==> config.mk <==
export PLATFORM = sky130hd
export DESIGN_NAME = i2c_slave_regmap_flat
export DESIGN_NICKNAME = d
export VERILOG_FILES = /design/src/rtl/i2c_slave_regmap_if.sv /design/src/rtl/i2c_slave_regmap.sv /design/src/flat_wrapper.sv
export SDC_FILE = /design/constraint.sdc
export NUM_CORES = 1
export LEC_CHECK = 0
export ABC_AREA = 1
export CORE_MARGIN = 1
export CORE_UTILIZATION = 62
export CTS_BUF_LIST = sky130_fd_sc_hd__clkbuf_8
export CTS_CLUSTER_DIAMETER = 80
export CTS_CLUSTER_SIZE = 30
export DETAILED_ROUTE_END_ITERATION = 10
export GPL_TIMING_DRIVEN = 0
export MAX_ROUTING_LAYER = met4
export PLACE_DENSITY = 0.95
export SYNTH_ARGS = -nofsm -noshare
export SYNTH_HDL_FRONTEND = slang
export SYNTH_SLANG_ARGS = --single-unit
==> constraint.sdc <==
create_clock -name clk -period 2.35 [get_ports clk]
set_input_delay 0.47 -clock clk [delete_from_list [all_inputs] [get_ports clk]]
set_output_delay 0.47 -clock clk [all_outputs]
set_load 0.005 [all_outputs]
==> src/rtl/i2c_slave_regmap_if.sv <==
// ----------------------------------------------------------------------------
// i2c_slave_regmap_if
// Register-access bus between the I2C slave front end and a register file.
//   reg_addr  : register pointer presented with reg_we / reg_re
//   reg_wdata : write data, valid with reg_we
//   reg_we    : one-cycle write strobe
//   reg_re    : one-cycle read strobe
//   reg_rdata : read data, valid exactly one clk after reg_re
// Modports:
//   master : the I2C slave (drives address/data/strobes, receives read data)
//   slave  : the register file
// ----------------------------------------------------------------------------
interface i2c_slave_regmap_if #(
    parameter int REG_AW = 8
);
    logic [REG_AW-1:0] reg_addr;
    logic [7:0]        reg_wdata;
    logic              reg_we;
    logic              reg_re;
    logic [7:0]        reg_rdata;

    modport master (
        output reg_addr,
        output reg_wdata,
        output reg_we,
        output reg_re,
        input  reg_rdata
    );

    modport slave (
        input  reg_addr,
        input  reg_wdata,
        input  reg_we,
        input  reg_re,
        output reg_rdata
    );
endinterface

==> src/rtl/i2c_slave_regmap.sv <==
// ----------------------------------------------------------------------------
// i2c_slave_regmap
// I2C slave that maps bus transfers onto a simple register interface.
// Write: S <dev,W> <ptr bytes> <data>* P  -> one reg_we per data byte.
// Read : S <dev,R> <data>* (master ACK/NACK) -> one reg_re per byte.
// The register pointer auto-increments after every access and wraps.
// Ports:
//   clk, rst  : system clock, synchronous active-high reset
//   dev_addr  : own 7-bit device address
//   scl_i     : SCL input (asynchronous)
//   sda_i     : SDA input (asynchronous)
//   sda_o     : SDA drive value, always 0 (open drain)
//   sda_oen   : 1 = pull SDA low, 0 = release
//   busy      : high between START and STOP
//   regs      : register bus (master modport)
// Parameters:
//   FILT_LEN   : samples a changed input must hold before the filter follows
//   REG_ABYTES : pointer bytes per write (1 or 2)
// ----------------------------------------------------------------------------
module i2c_slave_regmap #(
    parameter int FILT_LEN   = 3,
    parameter int REG_ABYTES = 1
) (
    input  logic                      clk,
    input  logic                      rst,
    input  logic [6:0]                dev_addr,
    input  logic                      scl_i,
    input  logic                      sda_i,
    output logic                      sda_o,
    output logic                      sda_oen,
    output logic                      busy,
    i2c_slave_regmap_if.master        regs
);
    localparam int REG_AW = 8 * REG_ABYTES;

    typedef enum logic [2:0] {
        IDLE,
        DEV_ADDR,
        PTR,
        WR_DATA,
        RD_DATA,
        MACK,
        IGNORE
    } state_t;

    // ------------------------------------------------------------------
    // Input conditioning: bit 0 = SCL, bit 1 = SDA.
    // ------------------------------------------------------------------
    logic [1:0] raw_in;
    logic [1:0] filt;
    logic [1:0] filt_prev;

    assign raw_in = {sda_i, scl_i};

    genvar gi;
    generate
        for (gi = 0; gi < 2; gi++) begin : g_filt
            logic       sync1_q, sync2_q;
            logic       filt_q, filt_d;
            logic       prev_q;
            logic [3:0] cnt_q, cnt_d;

            // The output only follows the synchronised input once it has
            // disagreed for FILT_LEN consecutive samples; any agreeing
            // sample restarts the count, so shorter glitches vanish.
            always_comb begin
                cnt_d  = '0;
                filt_d = filt_q;
                if (sync2_q != filt_q) begin
                    if (cnt_q == 4'(FILT_LEN - 1)) begin
                        filt_d = sync2_q;
                    end else begin
                        cnt_d = cnt_q + 4'd1;
                    end
                end
            end

            always_ff @(posedge clk) begin
                if (rst) begin
                    sync1_q <= 1'b1;
                    sync2_q <= 1'b1;
                    filt_q  <= 1'b1;
                    prev_q  <= 1'b1;
                    cnt_q   <= '0;
                end else begin
                    sync1_q <= raw_in[gi];
                    sync2_q <= sync1_q;
                    filt_q  <= filt_d;
                    prev_q  <= filt_q;
                    cnt_q   <= cnt_d;
                end
            end

            assign filt[gi]      = filt_q;
            assign filt_prev[gi] = prev_q;
        end
    endgenerate

    logic scl_f, sda_f;
    logic scl_rise, scl_fall, sda_rise, sda_fall;
    logic start_det, stop_det;

    assign scl_f     = filt[0];
    assign sda_f     = filt[1];
    assign scl_rise  =  filt[0] & ~filt_prev[0];
    assign scl_fall  = ~filt[0] &  filt_prev[0];
    assign sda_rise  =  filt[1] & ~filt_prev[1];
    assign sda_fall  = ~filt[1] &  filt_prev[1];
    assign start_det = sda_fall & scl_f;
    assign stop_det  = sda_rise & scl_f;

    // ------------------------------------------------------------------
    // Protocol state
    // ------------------------------------------------------------------
    state_t            state_q, state_d;
    logic [2:0]        bit_cnt_q, bit_cnt_d;
    logic              got8_q, got8_d;     // 8 bits in, ACK slot starts at next SCL fall
    logic              ack_q, ack_d;       // inside the 9th (ACK) bit of a received byte
    logic              pbyte_q, pbyte_d;   // pointer byte index
    logic [7:0]        shift_q, shift_d;   // receive shift register
    logic [7:0]        tx_q, tx_d;         // transmit shift register
    logic              rd_load_q, rd_load_d;
    logic [REG_AW-1:0] ptr_q, ptr_d;
    logic              sda_oen_q, sda_oen_d;
    logic              busy_q, busy_d;
    logic              reg_we_q, reg_we_d;
    logic              reg_re_q, reg_re_d;
    logic [REG_AW-1:0] reg_addr_q, reg_addr_d;
    logic [7:0]        reg_wdata_q, reg_wdata_d;

    logic [REG_AW-1:0] ptr_load;
    logic [REG_AW-1:0] ptr_inc;
    logic              last_pbyte;

    // Pointer bytes arrive MSB first, so each new byte shifts in at the bottom.
    generate
        if (REG_ABYTES == 1) begin : g_ptr1
            assign ptr_load = shift_q;
        end else begin : g_ptr2
            assign ptr_load = {ptr_q[REG_AW-9:0], shift_q};
        end
    endgenerate

    assign ptr_inc    = ptr_q + REG_AW'(1);
    assign last_pbyte = (REG_ABYTES == 1) || pbyte_q;

    always_comb begin
        state_d     = state_q;
        bit_cnt_d   = bit_cnt_q;
        got8_d      = got8_q;
        ack_d       = ack_q;
        pbyte_d     = pbyte_q;
        shift_d     = shift_q;
        tx_d        = tx_q;
        ptr_d       = ptr_q;
        sda_oen_d   = sda_oen_q;
        busy_d      = busy_q;
        reg_addr_d  = reg_addr_q;
        reg_wdata_d = reg_wdata_q;
        reg_we_d    = 1'b0;
        reg_re_d    = 1'b0;
        // Read data is valid the cycle after reg_re; capture it then.
        rd_load_d   = reg_re_q;
        if (rd_load_q) begin
            tx_d = regs.reg_rdata;
        end

        if (stop_det) begin
            state_d   = IDLE;
            busy_d    = 1'b0;
            sda_oen_d = 1'b0;
            bit_cnt_d = '0;
            got8_d    = 1'b0;
            ack_d     = 1'b0;
        end else if (start_det) begin
            // Also covers repeated START; the pointer is deliberately kept.
            state_d   = DEV_ADDR;
            busy_d    = 1'b1;
            sda_oen_d = 1'b0;
            bit_cnt_d = '0;
            got8_d    = 1'b0;
            ack_d     = 1'b0;
            pbyte_d   = 1'b0;
        end else if (scl_rise) begin
            case (state_q)
                DEV_ADDR, PTR, WR_DATA, RD_DATA: begin
                    // The master samples our ACK on this rise; nothing to shift.
                    if (!ack_q) begin
                        shift_d   = {shift_q[6:0], sda_f};
                        bit_cnt_d = bit_cnt_q + 3'd1;
                        if (bit_cnt_q == 3'd7) begin
                            got8_d = 1'b1;
                        end
                    end
                end
                MACK: begin
                    if (!sda_f) begin
                        state_d    = RD_DATA;
                        reg_re_d   = 1'b1;
                        reg_addr_d = ptr_q;
                        ptr_d      = ptr_inc;
                    end else begin
                        state_d = IGNORE;
                    end
                end
                default: ;
            endcase
        end else if (scl_fall) begin
            if (got8_q) begin
                got8_d = 1'b0;
                case (state_q)
                    DEV_ADDR: begin
                        if (shift_q[7:1] == dev_addr) begin
                            ack_d     = 1'b1;
                            sda_oen_d = 1'b1;
                            if (shift_q[0]) begin
                                reg_re_d   = 1'b1;
                                reg_addr_d = ptr_q;
                                ptr_d      = ptr_inc;
                            end
                        end else begin
                            state_d = IGNORE;
                        end
                    end
                    PTR: begin
                        ack_d     = 1'b1;
                        sda_oen_d = 1'b1;
                        ptr_d     = ptr_load;
                    end
                    WR_DATA: begin
                        ack_d       = 1'b1;
                        sda_oen_d   = 1'b1;
                        reg_we_d    = 1'b1;
                        reg_addr_d  = ptr_q;
                        reg_wdata_d = shift_q;
                        ptr_d       = ptr_inc;
                    end
                    RD_DATA: begin
                        // Byte fully sent: free SDA for the master's ACK/NACK.
                        sda_oen_d = 1'b0;
                        state_d   = MACK;
                    end
                    default: ;
                endcase
            end else if (ack_q) begin
                ack_d     = 1'b0;
                sda_oen_d = 1'b0;
                case (state_q)
                    DEV_ADDR: begin
                        if (shift_q[0]) begin
                            // End of address ACK doubles as first data-bit slot.
                            state_d   = RD_DATA;
                            sda_oen_d = ~tx_q[7];
                            tx_d      = {tx_q[6:0], 1'b0};
                        end else begin
                            state_d = PTR;
                            pbyte_d = 1'b0;
                        end
                    end
                    PTR: begin
                        if (last_pbyte) begin
                            state_d = WR_DATA;
                        end else begin
                            pbyte_d = 1'b1;
                        end
                    end
                    default: ;
                endcase
            end else if (state_q == RD_DATA) begin
                sda_oen_d = ~tx_q[7];
                tx_d      = {tx_q[6:0], 1'b0};
            end
        end
    end

    always_ff @(posedge clk) begin
        if (rst) begin
            state_q     <= IDLE;
            bit_cnt_q   <= '0;
            got8_q      <= 1'b0;
            ack_q       <= 1'b0;
            pbyte_q     <= 1'b0;
            shift_q     <= '0;
            tx_q        <= '0;
            rd_load_q   <= 1'b0;
            ptr_q       <= '0;
            sda_oen_q   <= 1'b0;
            busy_q      <= 1'b0;
            reg_we_q    <= 1'b0;
            reg_re_q    <= 1'b0;
            reg_addr_q  <= '0;
            reg_wdata_q <= '0;
        end else begin
            state_q     <= state_d;
            bit_cnt_q   <= bit_cnt_d;
            got8_q      <= got8_d;
            ack_q       <= ack_d;
            pbyte_q     <= pbyte_d;
            shift_q     <= shift_d;
            tx_q        <= tx_d;
            rd_load_q   <= rd_load_d;
            ptr_q       <= ptr_d;
            sda_oen_q   <= sda_oen_d;
            busy_q      <= busy_d;
            reg_we_q    <= reg_we_d;
            reg_re_q    <= reg_re_d;
            reg_addr_q  <= reg_addr_d;
            reg_wdata_q <= reg_wdata_d;
        end
    end

    assign sda_o          = 1'b0;
    assign sda_oen        = sda_oen_q;
    assign busy           = busy_q;
    assign regs.reg_we    = reg_we_q;
    assign regs.reg_re    = reg_re_q;
    assign regs.reg_addr  = reg_addr_q;
    assign regs.reg_wdata = reg_wdata_q;
endmodule
==> src/flat_wrapper.sv <==
// flat-port wrapper written by rule: the top's interface ports become plain ports
module i2c_slave_regmap_flat 
#(
    parameter int FILT_LEN   = 3,
    parameter int REG_ABYTES = 1
)
  (clk, rst, dev_addr, scl_i, sda_i, sda_o, sda_oen, busy, regs_reg_addr, regs_reg_wdata, regs_reg_we, regs_reg_re, regs_reg_rdata);
  i2c_slave_regmap_if regs_i ();
  input  logic clk;
  input  logic rst;
  input  logic [6:0] dev_addr;
  input  logic scl_i;
  input  logic sda_i;
  output logic sda_o;
  output logic sda_oen;
  output logic busy;
  output wire logic [$bits(regs_i.reg_addr)-1:0] regs_reg_addr;
  output wire logic [$bits(regs_i.reg_wdata)-1:0] regs_reg_wdata;
  output wire logic [$bits(regs_i.reg_we)-1:0] regs_reg_we;
  output wire logic [$bits(regs_i.reg_re)-1:0] regs_reg_re;
  input wire logic [$bits(regs_i.reg_rdata)-1:0] regs_reg_rdata;
  assign regs_reg_addr = regs_i.reg_addr;
  assign regs_reg_wdata = regs_i.reg_wdata;
  assign regs_reg_we = regs_i.reg_we;
  assign regs_reg_re = regs_i.reg_re;
  assign regs_i.reg_rdata = regs_reg_rdata;
  i2c_slave_regmap #(.FILT_LEN(FILT_LEN), .REG_ABYTES(REG_ABYTES)) u_core (.clk(clk), .rst(rst), .dev_addr(dev_addr), .scl_i(scl_i), .sda_i(sda_i), .sda_o(sda_o), .sda_oen(sda_oen), .busy(busy), .regs(regs_i));
endmodule
### Yosys cells after proc, flatten, opt, wreduce, memory -nomap -nowiden

Cells that the tools add are included.

| storage, ports and cells | value |
|---|---|
| output and inout bits | 21 |
| bits of input ports | 19 |
| flip-flop bits (word level) | 69 |

| operators by class | value |
|---|---|
| bitwise gates (word level) | 19 |
| equality and inequality tests | 26 |
| muxes and demuxes | 60 |
| reduce and logical (&&, ||, !) cells | 29 |
| add/sub/neg operators | 4 |

Operators with widths:

| kind | number |
|---|---|
| $mux W8 | 24 |
| $pmux W8 S3 | 1 |
| $mux W1 | 22 |
| $mux W3 | 7 |
| $reduce_and A6 Y1 | 3 |
| $reduce_and A9 Y1 | 2 |
| $pmux W8 S2 | 1 |
| $not A1 Y1 | 13 |
| $pmux W3 S2 | 2 |
| $reduce_bool A3 Y1 | 4 |
| $reduce_bool A4 Y1 | 3 |
| $ne A2 B2 Y1 const B | 5 |
| $ne A5 B3 Y1 const B | 2 |
| $reduce_and A5 Y1 | 2 |
| $eq A3 B3 Y1 const B | 3 |
| $ne A3 B3 Y1 const B | 3 |
| $reduce_or A3 Y1 | 3 |
| $add A4 B1 Y4 const B | 2 |
| $add A8 B1 Y8 const B | 1 |
| $eq A4 B2 Y1 const B | 2 |
| $ne A4 B3 Y1 const B | 2 |
| $reduce_and A4 Y1 | 2 |
| $eq A7 B7 Y1 | 1 |
| $and A1 B1 Y1 | 6 |
| other kinds (16) | 22 |

### Logic depth before layout (Yosys ltp)

Gate-level depths: netlist of the first run.

| logic depth | value |
|---|---|
| depth after elaboration | 9 |
| mapped depth | 13 |
| depth with buffers taken out | 13 |

### Worst setup path after synthesis of the first run

OpenSTA, ideal clock, no wires.

| timing | value |
|---|---|
| path type | register to register |
| from | register u_core.g_filt[0].prev_q |
| to | register u_core.reg_addr_q[0] (netlist: u_core.regs.reg_addr[0]) |
| stages on the path, launching flop included | 11 |
| slack | 733 ps |
| arrival | 1501 ps |
| clock period less this slack | 1617 ps |
| required time | 2234 ps |
| path through | dfxtp_1 inv_1 ha_1 inv_1 nand2_1 o21ai_2 nor3_1 nand2_1 inv_2 nor2_1 nor2_1 |

| between the ends | value |
|---|---|
| word-level cells in the longest chain between the ends | 4 |

RTL lines:

| item | line | text |
|---|---|---|
| start, declared | i2c_slave_regmap.sv:60 | `logic prev_q;` |
| start signal, assigned | i2c_slave_regmap.sv:89 | `prev_q <= filt_q;` |
| $not A1 Y1 (*) | i2c_slave_regmap.sv:105 | `assign scl_rise = filt[0] & ~filt_prev[0];` |
| $and A1 B1 Y1 (*) | i2c_slave_regmap.sv:105 |  |
| net u_core.scl_rise | i2c_slave_regmap.sv:100 | `logic scl_rise, scl_fall, sda_rise, sda_fall;` |
| $ne A3 B1 Y1 (no line), or another cell as far along | -- |  |
| $reduce_and A9 Y1 (no line) | -- |  |
| end signal, assigned | i2c_slave_regmap.sv:307 | `reg_addr_q <= reg_addr_d;` |
| end, declared | i2c_slave_regmap.sv:128 | `logic [REG_AW-1:0] reg_addr_q, reg_addr_d;` |

The timed path passes the listed nets; every way through them passes the cells marked *.
A chain may end at the register's enable or synchronous reset.

### Worst setup path in the final report of the first run

| timing | value |
|---|---|
| from | register u_core.g_filt[0].filt_q |
| to | register u_core.shift_q[6] (netlist: u_core.ptr_load[6]) |

RTL lines:

| item | line | text |
|---|---|---|
| start, declared | i2c_slave_regmap.sv:59 | `logic filt_q, filt_d;` |
| start signal, assigned | i2c_slave_regmap.sv:88 | `filt_q <= filt_d;` |
| $and A1 B1 Y1 | i2c_slave_regmap.sv:105 |  |
| net u_core.scl_rise | i2c_slave_regmap.sv:100 |  |
| $reduce_and A5 Y1 (no line) | -- |  |
| end signal, assigned | i2c_slave_regmap.sv:299 | `shift_q <= shift_d;` |
| end, declared | i2c_slave_regmap.sv:120 | `logic [7:0] shift_q, shift_d;` |

The timed path passes the listed nets, and every way through them passes these cells.

==> results of run 1 <==
-- registers in the layout, summed over array words and instances, names as in the netlist, 3 cells and up --
register,count
u_core.state_q,3
u_core.ptr_load,8
u_core.tx_q,8
u_core.bit_cnt_q,3
u_core.regs.reg_wdata,8
u_core.ptr_q,8
u_core.g_filt.cnt_q,8
u_core.regs.reg_addr,8
-- final cells by class --
| type | count | area (um^2) | area share (%) |
|---|---|---|---|
| inverters | 53 | 201 | 5.22 |
| clock inverters | 4 | 46.3 | 1.20 |
| flip-flops and latches | 69 | 1380 | 35.8 |
| repair buffers | 37 | 370 | 9.59 |
| well taps | 67 | 83.8 | 2.17 |
| clock buffers | 12 | 165 | 4.28 |
| plain buffers | 11 | 52.6 | 1.36 |
| multi-input cells | 309 | 1560 | 40.4 |
-- cells in the final DEF, fill, tap and decap left out, types with 3 or more instances in the layout --
master / n
nand2_1: 91
a31oi_1: 7
dfxtp_1: 69
inv_1: 43
ha_1: 10
clkbuf_1: 5
xnor2_1: 5
nand3_1: 22
clkdlybuf4s50_1: 37
or2_2: 5
nor3_1: 4
nor2_1: 60
clkbuf_8: 12
buf_2: 3
a21oi_1: 31
inv_2: 10
nor3_2: 4
xor2_1: 7
o21ai_0: 43
o21ai_1: 6
-- critical path, cell delays in order, from the launching register on --
cell and delay (ps):
dfxtp_1 440, ha_1 340, inv_1 200, nor3_4 350, nand2_2 170, buf_2 220
o21ai_1 150, a21oi_1 50
-- cell usage after synthesis --
master     number  area share, %
nor4_2          1           0.39
nor2_4          1           0.35
xnor2_1         5            1.4
nand3_1        22            3.4
inv_1          42            4.9
buf_1           1           0.12
o21bai_1        1           0.23
or2_2           5           0.98
nor3_2          4            1.3
o21ai_1         6           0.94
nand3_2         1           0.31
xor2_1          7            1.9
a31oi_1         7            1.4
nand4_1         1           0.20
a21oi_1        31            4.9
inv_4           1           0.20
nor2_1         60            7.0
nor3b_1         1           0.23
buf_4           2           0.47
a211oi_1        1           0.23
dfxtp_1        69             43
o2111ai_1       1           0.27
inv_2          10            1.2
nor3_1          4           0.63
nor2_2          1           0.20
o21ai_2         1           0.27
o21ai_0        43            6.7
nor3_4          1           0.51
clkbuf_1        5           0.59
buf_2           3           0.47
conb_1          1           0.12
nand2_2         2           0.39
nand2_1        91             11
ha_1           10            3.9
-- power breakdown --
| part | leakage (nW) | switching (mW) | internal (mW) |
|---|---|---|---|
| Sequential | 0.557 | 0.00302 | 1.17 |
| Clock | 0.110 | 0.447 | 0.571 |
| Combinational | 0.953 | 0.0467 | 0.0441 |
-- routing by layer --
layer	vias to the layer above	routed length (um)	track usage [%]
met4	0	207	16.9
met5	-	0	-
li1	1514	-	-
met1	1370	3050	33.8
met3	17	423	5.76
met2	102	3730	55.0
-- logic make-up (layout without fill, tap and decap cells) --
logic type | count (synthesis) | in the layout
adders and majority gates | 10 | 10
DFF | 69 | 69
other | 1 | 1
and+or+nand+nor | 195 | 195
buffers and inverters | 64 | 117
xor gates and xnor gates | 12 | 12
AOI/OAI and AO/OA | 91 | 91
-- how the worst min path moves through the flow --
stage / end
2_1_floorplan: u_core.g_filt[0].sync2_q
3_3_place_gp: u_core.g_filt[0].sync2_q
3_5_place_dp: u_core.g_filt[0].sync2_q
4_1_cts: u_core.g_filt[0].sync2_q
5_1_grt: u_core.g_filt[0].sync2_q
6_report: u_core.g_filt[0].sync2_q
-- stage by stage --
step / setup WS [ps] / power [mW] / cell area [um^2] / hold slack [ps]
global placement: 201 / 1.29 / 3650 / 400
global route: 139 / 2.34 / 3860 / 451
floorplan: 733 / 1.25 / 3200 / 389
detailed placement: 139 / 1.29 / 3650 / 407
CTS: 348 / 2.28 / 3860 / 424
finish: 309 / 2.29 / 3860 / 424
==> flow_summary.ini, run 1 <==
[final_layout]
fin_cells = 562
fillers = 349
n_antenna_cell = 0
nets = 519
utilization_pct = 79.7
area_delta_synth_final_pct = 20.8
drive_gt1_share_pct = 9.70

[power_and_ir_drop]
leakagePower_nw = 1.62
power_density_nw_per_um2 = 592
peakVddDrop_uv = 397

[clocking]
cts_max_level = 3
clk_pin_slew_worst_paths_ps = 70
root_buffer = clkbuf_8
cts_buffers = 9
cts_hold_buffers = 0
cts_setup_buffers = 0
postCtsResizedCells = 0
cts_sinks = 69
cts_tree = done
cts_max_path_buffers = 2
clk_latency_ps = 360

[worst_setup_path]
critPathLaunch = u_core.g_filt[0].filt_q
r2r_slack_ps = 310
reg2reg_from = u_core.g_filt[0].filt_q
required_ps = 2590
endpoint_kind = flop
r2r_cells = 7
start_kind = flop
crit_path_end = u_core.ptr_load[6]
r2r_end = u_core.ptr_load[6]
path_class = flop to flop
crit_fanout = 10
arrival_ps = 2290

[sta]
setup_violations = 0
fin_crit_ps = 2040
fmax_mhz = 490
post-route-period-util_pct = 86.8
drv_slew = 0
skew_ps = 7.17
setup-tns-final_ps = 0
rsz0062_at_grt = false
timing.final.hold_violations = 0

[global_route]
grt_use_total_pct = 31.6
grt_antenna_before_repair = 0
grt_pass1_wl_mm = 12.6
grt-ovfl-total = 0
grt_pass1_vias = 2970
grt_max_degree = 12

[yosys]
ys_warn_count = 0
synth_fa_ha_area_share_pct = 3.91
synth_mux_area_share_pct = 0
ys_ff_latch = 69
yosysSeqAreaShare_pct = 43.2
synth_cell_type_count = 34
synth_top_family_by_area = simple AND/OR/NAND/NOR gates
synth_nets = 471
syn_inst = 442
synth_area_per_cell_um2 = 7.23
synth_area_um2 = 3200
synth_xor_xnor_area_share_pct = 3.29
synthSimpleGateAreaFrac_pct = 26.6
synth-compound-area-share_pct = 14.9

[route]
drt-vias-per-instance = 5.34
drc = 0
wl_per_cell_um = 13.2
firstDrtPassIters = 4
vias = 3003
wirelength_mm = 7.41
first_iter_violations = 189
ant_nets = 0

[place]
dpl.hpwl_mm = 5.29
dp.cells = 546
gp_congestion = 0.903
portBuffers = 37

[floorplanning]
core_area_um2 = 4850
die_width_um = 73.8
start_util_pct = 65.9
fp.dieH_um = 73.8
num_io_pins = 40
dieArea_um2 = 5450
rows = 25

[min_path]
hold_path_class = flop to flop
hold_start = u_core.g_filt[0].sync1_q
whs_path_depth = 1

[run_status]
status = finished clean

[flow_run]
cap_violations = 0
Power figures use the tool's default switching activity.
==> run 2: changes to the inputs <==
--- a/config.mk
+++ b/config.mk
@@ -6,6 +6,7 @@
 export NUM_CORES = 1
 export LEC_CHECK = 0
 export ABC_AREA = 1
+export CAP_MARGIN = 0
 export CORE_MARGIN = 1
 export CORE_UTILIZATION = 62
 export CTS_BUF_LIST = sky130_fd_sc_hd__clkbuf_8
@@ -15,6 +16,7 @@
 export GPL_TIMING_DRIVEN = 0
 export MAX_ROUTING_LAYER = met4
 export PLACE_DENSITY = 0.95
+export SLEW_MARGIN = 20
 export SYNTH_ARGS = -nofsm -noshare
 export SYNTH_HDL_FRONTEND = slang
 export SYNTH_SLANG_ARGS = --single-unit
==> results of run 2 <==
No change in the layout: final DEF, timing and power equal those of run 1.
==> run 3: changes to the inputs <==
--- a/config.mk
+++ b/config.mk
@@ -7,6 +7,7 @@
 export LEC_CHECK = 0
 export ABC_AREA = 1
 export CAP_MARGIN = 0
+export CORE_ASPECT_RATIO = 1.4
 export CORE_MARGIN = 1
 export CORE_UTILIZATION = 62
 export CTS_BUF_LIST = sky130_fd_sc_hd__clkbuf_8
==> flow_summary.ini, run 3 (synthesis results as in run 1) <==
[route]
drc = 0
drt-vias-per-instance = 5.48
ant_nets = 0
wl_per_cell_um = 13.9
vias = 3057
wirelength_mm = 7.77
firstDrtPassIters = 5
first_iter_violations = 222

[floorplanning]
die_width_um = 62.7
rows = 30
start_util_pct = 65.0
fp.dieH_um = 87.0
dieArea_um2 = 5450
num_io_pins = 40
core_area_um2 = 4920

[sta]
rsz0062_at_grt = false
drv_slew = 0
timing.final.hold_violations = 0
whs_ps = 422
fin_crit_ps = 2070
setup-tns-final_ps = 0
fmax_mhz = 483
setup_violations = 0
post-route-period-util_pct = 88.2
layout_setup_ws_ps = 278
skew_ps = 8.49

[clocking]
postCtsResizedCells = 0
clk_pin_slew_worst_paths_ps = 80
cts_max_path_buffers = 2
cts_sinks = 69
clk_latency_ps = 360
cts_hold_buffers = 0
root_buffer = clkbuf_8
cts_max_level = 3
cts_tree = done
cts_setup_buffers = 0
cts_buffers = 9

[power_and_ir_drop]
power_density_nw_per_um2 = 586
peakVddDrop_uv = 480
leakagePower_nw = 1.61

[final_layout]
final_common_cell = nand2_1
area_delta_synth_final_pct = 20.3
nets = 519
fin_cells = 558
drive_gt1_share_pct = 9.72
design_area_um2 = 3850
n_antenna_cell = 0
layout_common_cells = 91 x nand2_1, 69 x dfxtp_1, 60 x nor2_1

[global_route]
grt_use_total_pct = 31.5
grt_pass1_wl_mm = 12.9
grt-ovfl-total = 0
grt_max_degree = 12
grt_antenna_before_repair = 0
grt_pass1_vias = 2928

[min_path]
hold_start = u_core.g_filt[1].sync1_q
hold_path_class = flop to flop

[place]
portBuffers = 37
dpl.hpwl_mm = 5.54
placed_area_um2 = 3650
place_ws_ps = 109
dp.cells = 543
gp_congestion = 0.943

[worst_setup_path]
required_ps = 2620
crit_fanout = 9
critPathLaunch = u_core.g_filt[0].filt_q
reg2reg_from = u_core.g_filt[0].filt_q
start_kind = flop
arrival_ps = 2340
path_class = flop to flop
endpoint_kind = flop

[run_status]
status = finished clean

[flow_run]
cap_violations = 0
run 3: cell types whose count changed in the layout (fill, tap and decap cells not counted), sizes merged:
cell    delta
clkinv     +1
inv        -1
clkbuf     -1
run 3: routing by layer:
layer  global-route usage, %  wire length (um)
met1                    31.8              3020
met2                    57.4              4090
met3                    4.58               362
met4                    19.0               290
met5                       -                 0
run 3: report_power, final:
group | switching (mW) | internal, mW | total, mW
Clock | 0.449 | 0.538 | 0.987
Sequential | 0.00329 | 1.17 | 1.18
Combinational | 0.0479 | 0.0442 | 0.0921
Total | 0.500 | 1.76 | 2.26
run 3: per-stage QoR:
| stage | power (mW) | util [%] |
|---|---|---|
| 5_1_grt | 2.30 | 78.2 |
| 3_3_place_gp | 1.29 | 74.2 |
| 2_1_floorplan | 1.25 | - |
| 6_report | 2.26 | 78.2 |
| 4_1_cts | 2.25 | 78.2 |
| 3_5_place_dp | 1.29 | 74.2 |
run 3: final timing paths:
path | to | slack [ps] | depth (start not counted)
max | u_core.ptr_q[2] | 280 | 9
min | u_core.g_filt[1].sync2_q | 420 | 1
max reg2reg | u_core.ptr_q[2] | 280 | 9
min reg2reg | u_core.g_filt[1].sync2_q | 420 | 1
run 3: cell type report:
class | instances | area [um^2]
fill | 363 | 1070
clock inverter | 4 | 47.5
timing repair buffer | 37 | 370
sequential | 69 | 1380
tap | 64 | 80.1
multi-input combinational | 309 | 1560
buffer | 11 | 52.6
inverter | 53 | 201
clock buffer | 11 | 151
run 3: worst max-delay path, stage by stage, from the launching register on:
cell	delay [ps]
dfxtp_1	440
ha_1	320
nor2_1	150
nor3_2	190
o21ai_0	150
nor3_2	140
nand2_2	170
inv_4	130
nand2_1	70
a21oi_1	210
